$ cat src/rtl/seg7_disp_scheduler_pkg.sv
// Shared definitions for the 7-segment display scheduler and its driver.
//   - op-code and display-mode constants understood by Seg7_Driver
//   - scheduler FSM state encoding
//   - latched display payload (mode/op/digit) as one packed bus
package seg7_pkg;

  localparam logic [2:0] OP_T = 3'd0;
  localparam logic [2:0] OP_A = 3'd1;
  localparam logic [2:0] OP_C = 3'd2;
  localparam logic [2:0] OP_B = 3'd3;

  localparam logic MODE_OP    = 1'b0;
  localparam logic MODE_DIGIT = 1'b1;

  typedef enum logic [1:0] {
    IDLE = 2'd0,
    SHOW = 2'd1,
    GAP  = 2'd2
  } sched_state_t;

  typedef struct packed {
    logic       mode;
    logic [2:0] op;
    logic [3:0] digit;
  } disp_payload_t;

endpackage

$ cat src/rtl/seg7_disp_scheduler_rr_arbiter.sv
// Combinational round-robin arbiter: picks the first requester after `last`
// (wrapping modulo NUM_REQ) whose request is set.
// Ports:
//   req_valid    - per-requester request vector
//   last         - index of the previous winner
//   win_onehot_c - one-hot winner (all zero when no request)
//   win_idx_c    - winner index
//   win_any_c    - at least one request present
module seg7_rr_arbiter #(
  parameter int unsigned NUM_REQ = 3,
  parameter int unsigned IDX_W   = 2
) (
  input  logic [NUM_REQ-1:0] req_valid,
  input  logic [IDX_W-1:0]   last,
  output logic [NUM_REQ-1:0] win_onehot_c,
  output logic [IDX_W-1:0]   win_idx_c,
  output logic               win_any_c
);

  int best_c;
  int dist_c;

  // Distance from `last` is 1..NUM_REQ; the smallest requesting distance wins.
  always_comb begin
    win_idx_c = '0;
    win_any_c = 1'b0;
    best_c    = int'(NUM_REQ) + 1;
    dist_c    = 0;
    for (int i = 0; i < int'(NUM_REQ); i++) begin
      dist_c = (i > int'(last)) ? (i - int'(last)) : (i + int'(NUM_REQ) - int'(last));
      if (req_valid[i] && (dist_c < best_c)) begin
        best_c    = dist_c;
        win_idx_c = IDX_W'(i);
        win_any_c = 1'b1;
      end
    end
  end

  always_comb begin
    win_onehot_c = '0;
    for (int i = 0; i < int'(NUM_REQ); i++) begin
      win_onehot_c[i] = win_any_c && (win_idx_c == IDX_W'(i));
    end
  end

endmodule

$ cat src/rtl/seg7_disp_scheduler.sv
// Time-shares the single Seg7_Driver between NUM_REQ requesters: round-robin
// grant, latch the winner's payload, show it HOLD_CYCLES, blank GAP_CYCLES.
// Optional build macro SEG7_SCHED_BLINK_EN: o_en blinks with half-period
// BLINK_CYCLES during SHOW (SHOW length unchanged).
// Ports:
//   clk, rst_n               - clock, async active-low reset
//   req_valid/mode/op/digit  - per-requester request and packed payload
//   abort                    - cancel the current display
//   req_ready                - one-cycle one-hot acceptance pulse
//   grant, busy              - owner / activity during SHOW and GAP
//   o_en, o_disp_mode, o_op_code, o_digit_val - driver inputs
module seg7_disp_scheduler
  import seg7_pkg::*;
#(
  parameter int unsigned NUM_REQ      = 3,
  parameter int unsigned HOLD_CYCLES  = 50_000_000,
  parameter int unsigned GAP_CYCLES   = 5_000_000,
  parameter int unsigned BLINK_CYCLES = 12_500_000,
  parameter int unsigned CNT_W        = 32
) (
  input  logic                 clk,
  input  logic                 rst_n,
  input  logic [NUM_REQ-1:0]   req_valid,
  input  logic [NUM_REQ-1:0]   req_mode,
  input  logic [3*NUM_REQ-1:0] req_op,
  input  logic [4*NUM_REQ-1:0] req_digit,
  input  logic                 abort,
  output logic [NUM_REQ-1:0]   req_ready,
  output logic [NUM_REQ-1:0]   grant,
  output logic                 busy,
  output logic                 o_en,
  output logic                 o_disp_mode,
  output logic [2:0]           o_op_code,
  output logic [3:0]           o_digit_val
);

  localparam int unsigned IDX_W = (NUM_REQ > 1) ? $clog2(NUM_REQ) : 1;
  localparam logic [CNT_W-1:0] HOLD_LOAD  = CNT_W'(HOLD_CYCLES - 1);
  localparam logic [CNT_W-1:0] GAP_LOAD   = (GAP_CYCLES == 0) ? '0 : CNT_W'(GAP_CYCLES - 1);
  localparam logic [CNT_W-1:0] BLINK_LOAD = (BLINK_CYCLES == 0) ? '0 : CNT_W'(BLINK_CYCLES - 1);

`ifdef SEG7_SCHED_BLINK_EN
  localparam bit BLINK_EN = 1'b1;
`else
  localparam bit BLINK_EN = 1'b0;
`endif

  sched_state_t        state_q, state_d;
  logic [CNT_W-1:0]    cnt_q, cnt_d;
  logic [CNT_W-1:0]    blink_cnt_q, blink_cnt_d;
  logic [IDX_W-1:0]    last_q, last_d;
  logic [NUM_REQ-1:0]  grant_q, grant_d;
  logic [NUM_REQ-1:0]  ready_q, ready_d;
  logic                busy_q, busy_d;
  logic                en_q, en_d;
  disp_payload_t       pay_q, pay_d;

  logic [NUM_REQ-1:0]  win_onehot_c;
  logic [IDX_W-1:0]    win_idx_c;
  logic                win_any_c;
  disp_payload_t       req_pay_c;

  seg7_rr_arbiter #(
    .NUM_REQ (NUM_REQ),
    .IDX_W   (IDX_W)
  ) u_arb (
    .req_valid    (req_valid),
    .last         (last_q),
    .win_onehot_c (win_onehot_c),
    .win_idx_c    (win_idx_c),
    .win_any_c    (win_any_c)
  );

  // Select the winner's live payload for latching.
  always_comb begin
    req_pay_c = '0;
    for (int i = 0; i < int'(NUM_REQ); i++) begin
      if (win_onehot_c[i]) begin
        req_pay_c = '{mode: req_mode[i], op: req_op[3*i +: 3], digit: req_digit[4*i +: 4]};
      end
    end
  end

  // Next-state and next-output logic.
  always_comb begin
    state_d     = state_q;
    cnt_d       = cnt_q;
    blink_cnt_d = blink_cnt_q;
    last_d      = last_q;
    grant_d     = grant_q;
    ready_d     = '0;
    busy_d      = busy_q;
    en_d        = en_q;
    pay_d       = pay_q;

    unique case (state_q)
      IDLE: begin
        if (!abort && win_any_c) begin
          state_d     = SHOW;
          cnt_d       = HOLD_LOAD;
          blink_cnt_d = BLINK_LOAD;
          last_d      = win_idx_c;
          grant_d     = win_onehot_c;
          ready_d     = win_onehot_c;
          busy_d      = 1'b1;
          en_d        = 1'b1;
          pay_d       = req_pay_c;
        end
      end
      SHOW: begin
        if (abort) begin
          state_d = IDLE;
          cnt_d   = '0;
          grant_d = '0;
          busy_d  = 1'b0;
          en_d    = 1'b0;
        end else if (cnt_q == '0) begin
          en_d        = 1'b0;
          blink_cnt_d = '0;
          if (GAP_CYCLES == 0) begin
            state_d = IDLE;
            grant_d = '0;
            busy_d  = 1'b0;
          end else begin
            state_d = GAP;
            cnt_d   = GAP_LOAD;
          end
        end else begin
          cnt_d = cnt_q - CNT_W'(1);
          if (BLINK_EN) begin
            if (blink_cnt_q == '0) begin
              en_d        = !en_q;
              blink_cnt_d = BLINK_LOAD;
            end else begin
              blink_cnt_d = blink_cnt_q - CNT_W'(1);
            end
          end
        end
      end
      GAP: begin
        if (abort || (cnt_q == '0)) begin
          state_d = IDLE;
          cnt_d   = '0;
          grant_d = '0;
          busy_d  = 1'b0;
          en_d    = 1'b0;
        end else begin
          cnt_d = cnt_q - CNT_W'(1);
        end
      end
      default: begin
        state_d = IDLE;
      end
    endcase
  end

  // State and output registers.
  always_ff @(posedge clk or negedge rst_n) begin
    if (!rst_n) begin
      state_q     <= IDLE;
      cnt_q       <= '0;
      blink_cnt_q <= '0;
      last_q      <= IDX_W'(NUM_REQ - 1);
      grant_q     <= '0;
      ready_q     <= '0;
      busy_q      <= 1'b0;
      en_q        <= 1'b0;
      pay_q       <= '0;
    end else begin
      state_q     <= state_d;
      cnt_q       <= cnt_d;
      blink_cnt_q <= blink_cnt_d;
      last_q      <= last_d;
      grant_q     <= grant_d;
      ready_q     <= ready_d;
      busy_q      <= busy_d;
      en_q        <= en_d;
      pay_q       <= pay_d;
    end
  end

  assign req_ready   = ready_q;
  assign grant       = grant_q;
  assign busy        = busy_q;
  assign o_en        = en_q;
  assign o_disp_mode = pay_q.mode;
  assign o_op_code   = pay_q.op;
  assign o_digit_val = pay_q.digit;

endmodule

$ cat config.mk
export PLATFORM = sky130hd
export DESIGN_NAME = seg7_disp_scheduler
export DESIGN_NICKNAME = d
export VERILOG_FILES = /design/src/rtl/seg7_disp_scheduler_pkg.sv /design/src/rtl/seg7_disp_scheduler_rr_arbiter.sv /design/src/rtl/seg7_disp_scheduler.sv
export SDC_FILE = /design/constraint.sdc
export NUM_CORES = 1
export LEC_CHECK = 0
export CORE_MARGIN = 2
export CORE_UTILIZATION = 35
export DETAILED_ROUTE_END_ITERATION = 12
export PLACE_DENSITY_LB_ADDON = 0.08
export SETUP_SLACK_MARGIN = 0.2
export SLEW_MARGIN = 30
export SYNTH_ARGS = -nofsm -noshare
export SYNTH_HDL_FRONTEND = slang
export SYNTH_SLANG_ARGS = --single-unit
$ cat constraint.sdc
create_clock -name clk -period 5.2 [get_ports clk]
set_input_delay 1.56 -clock clk [delete_from_list [all_inputs] [get_ports clk]]
set_output_delay 1.56 -clock clk [all_outputs]
set_load 0.03 [all_outputs]
==> out/qor.csv <==
stage,metric,value,unit
finish,fillers,949,
clock_network,Sink Count,52,
finish,Syn-to-layout area delta,20.9,%
timing,final hold vios,0,
timing,"Min Clock Period, post-route",4730,ps
synthesis,"top cells by area, synth","dfrtp_1 (39%), ha_1 (5.7%), o21ai_0 (5.5%)",
clock_network,CTS max path bufs,2,
global_routing,Total GRT Usage,0.179,
place,Final HPWL DP,6120,um
floorplanning,core area,9150,um2
critical_path,r2r setup slk,1200,ps
place,placed insts,525,
synthesis,"top cells by count, synth","dfrtp_1 (51), nor2_1 (43), nand2_1 (41)",
critical_path,reg2reg path depth,16,
clock_network,Resized Gates After CTS,0,
timing,fin crit share,0.910,
synthesis,"area leader, netlist",dfrtp_1,
finish,post-route insts no fill,532,
power_and_ir_drop,Pleak,1.70,nW
global_routing,total congestion overflow,0,
detailed_routing,number of DRC markers in iteration 0,113,
finish,area of the multi-input gates,1870,um2
synthesis,Synth Flop Type,dfrtp_1,
synthesis,Synth Register Bits,52,
synthesis,Syn. warnings,0,
place,PortBufs,45,
detailed_routing,Final ANT Viol Nets,0,
finish,final instance area,3970,um2
clock_network,CTS tree,done,
global_routing,initial antenna violation count,0,
finish,antenna cell count,0,
status,outcome,"finished, final reports clean",
detailed_routing,Pre-antenna DRT Iters,4,
synthesis,top-area cell type share of the netlist area,0.389,
synthesis,Post-Synthesis Net Count,423,
floorplanning,Die H,101,um
synthesis,cells after synthesis,378,
synthesis,Post-synth EDFFs,0,
critical_path,crit path kind,input pin to register,
critical_path,CP Max Fanout,41,
synthesis,synthesized area,3280,um2
timing,Fmax,211,MHz
min_path,worst min-delay path class,register to register,
detailed_routing,wire length per cell,16.4,um
timing,final slew viol count,0,
run,Max-Cap Viols,0,
critical_path,startpoint types,input pin,
finish,layout cells sized above 1,0.0784,
critical_path,CP peak stage delay,480,ps
critical_path,Worst Setup End Kind,register,
critical_path,crit-path cells,clkdlybuf4s50_1 -> nand2_1 -> ha_1 -> nor4bb_1 -> o21a_1 -> nor2_1 -> nand2_1 -> o21ai_0 -> ha_1 -> nor4bb_2 -> a2111o_1 -> o31ai_2 -> nor2_2 -> buf_12 -> nand2_1 -> o311ai_1,
synthesis,Mean Syn Cell Area,8.69,um2
detailed_routing,drt via density,5.55,
global_routing,largest net degree at the start of global routing,53,
clock_network,number of H-tree levels,2,
place,Placer Congestion,0.827,
clock_network,postcts setup bufs,0,
detailed_routing,drt drc,0,
power_and_ir_drop,PD cells,570,nW/um2
detailed_routing,via count,2955,
timing,sum of negative setup slack,0,ps
critical_path,Worst EP required,5410,ps
critical_path,FF-to-FF Start,last_q[1],
place,pre-CTS setup slack,32.4,ps
critical_path,"Slowest-stage cell, CP",clkdlybuf4s50_1,
timing,worst setup margin,470,ps
clock_network,CTS Root Cell,clkbuf_8,
critical_path,crit path launch,req_valid[0],
floorplanning,row count,35,
synthesis,Async SR Flop Fraction,1.00,
clock_network,clock slew at reported path FFs,110,ps
synthesis,"Seq/Total Area, Yosys",0.397,
floorplanning,Die X,101,um
clock_network,CTS Buf Count,5,
critical_path,crit path to,cnt_q[7],
floorplanning,starting density of the core,0.359,
timing,Relative slew margins,0.527,
synthesis,top-count cell post-synth,dfrtp_1,
floorplanning,die area,10200,um2
timing,Clock Skew,16.1,ps
critical_path,Most common cell on crit path,nand2_1,
timing,unrepaired setup endpoints after global routing,yes,
finish,Sequential cell area,1300,um2
critical_path,crit path DAT,4940,ps
timing,Slew @ Worst Pin,704,ps
place,Post-Place Cell Area,3880,um2
power_and_ir_drop,peak supply drop,0.200,mV
timing,"Setup violations, final",0,
clock_network,worst skew pair latency,310,ps
critical_path,RR Endpoint,cnt_q[7],
detailed_routing,final WL,8710,um
global_routing,first-pass GRT wire length,14500,um
finish,Final nets,466,
clock_network,"Hold-fix buffers, CTS",0,
global_routing,vias in the first global route,2920,
power_and_ir_drop,total power,2.26,mW
floorplanning,I/O pins,46,
synthesis,Netlist cell types,59,
[layer usage]
metal / part of all wire / vias to the layer above / GRT usage / wire length (um)
met5: 0 / - / 0 / 0
met3: 0.043 / 8 / 0.0347 / 374
li1: - / 1487 / - / -
met2: 0.48 / 66 / 0.302 / 4160
met1: 0.47 / 1394 / 0.235 / 4070
met4: 0.012 / 0 / 0.0485 / 102
[worst min path at each step]
stage | startpoint | to | slack [ps] | cells past startpoint
after floorplan | cnt_q[8] | cnt_q[8] | 460 | 1
after global placement | o_digit_val[1] | o_digit_val[1] | 460 | 2
after detailed placement | o_digit_val[1] | o_digit_val[1] | 470 | 2
after CTS | o_digit_val[1] | o_digit_val[1] | 490 | 2
after global routing | o_digit_val[1] | o_digit_val[1] | 520 | 2
final | o_digit_val[1] | o_digit_val[1] | 490 | 2
[power breakdown]
group | switching (mW) | internal (mW) | total (mW) | leakage, nW
combinational | 0.778 | 0.578 | 1.36 | 1.00
clock | 0.137 | 0.0916 | 0.229 | 0.0400
sequential | 0.132 | 0.548 | 0.680 | 0.655
[per-stage QoR]
step | utilization | hold WS (ps)
floorplan | - | 464
global placement | 0.424 | 463
detailed placement | 0.424 | 470
CTS | 0.432 | 493
global route | 0.434 | 518
finish | 0.434 | 488
[cell families after synthesis]
logic type	Yosys count	share of synthesized area
and+or+nand+nor	157	0.243
AOI/OAI and AO/OA	117	0.242
DFF	52	0.397
buffers and inverters	31	0.0392
adders and majority gates	15	0.0571
muxes	6	0.0217
[registers in the layout (all words and copies together), names as in the netlist]
name         flops
last_q           2
req_ready        3
o_en             1
busy             1
state_q          2
grant            3
cnt_q           32
o_op_code        3
o_disp_mode      1
o_digit_val      4
[placed cells by master, fill, tap and decap left out, types with 5 or more instances in the layout]
cell,synthesis,final
dfrtp_1,51,51
a21o_1,5,5
nand2_1,41,41
nor3_1,9,9
o21ai_0,36,35
clkbuf_8,0,5
nor2_1,43,42
nand3_1,12,12
o21ai_1,7,8
ha_1,15,15
or3_1,5,5
nor4_1,8,8
inv_1,13,13
and3_1,9,9
clkdlybuf4s50_1,0,44
a22o_1,19,19
a21oi_1,10,10
buf_4,1,8
o31ai_1,17,15
[worst max-delay path: cells and delay by family]
family | cells | cell delay [ps]
fa+ha+maj | 2 | 420
buf+inv | 2 | 710
simple gates | 7 | 1300
compound gates | 5 | 960
[area by class of cell]
| type | instances | share of cell area |
|---|---|---|
| clock buffers | 5 | 0.0173 |
| clock inverters | 2 | 0.00315 |
| inverters | 13 | 0.0123 |
| multi-input cells | 295 | 0.472 |
| flip-flops and latches | 52 | 0.328 |
| well taps | 111 | 0.0350 |
| repair buffers | 54 | 0.132 |
(Power assumes the default switching activity.)
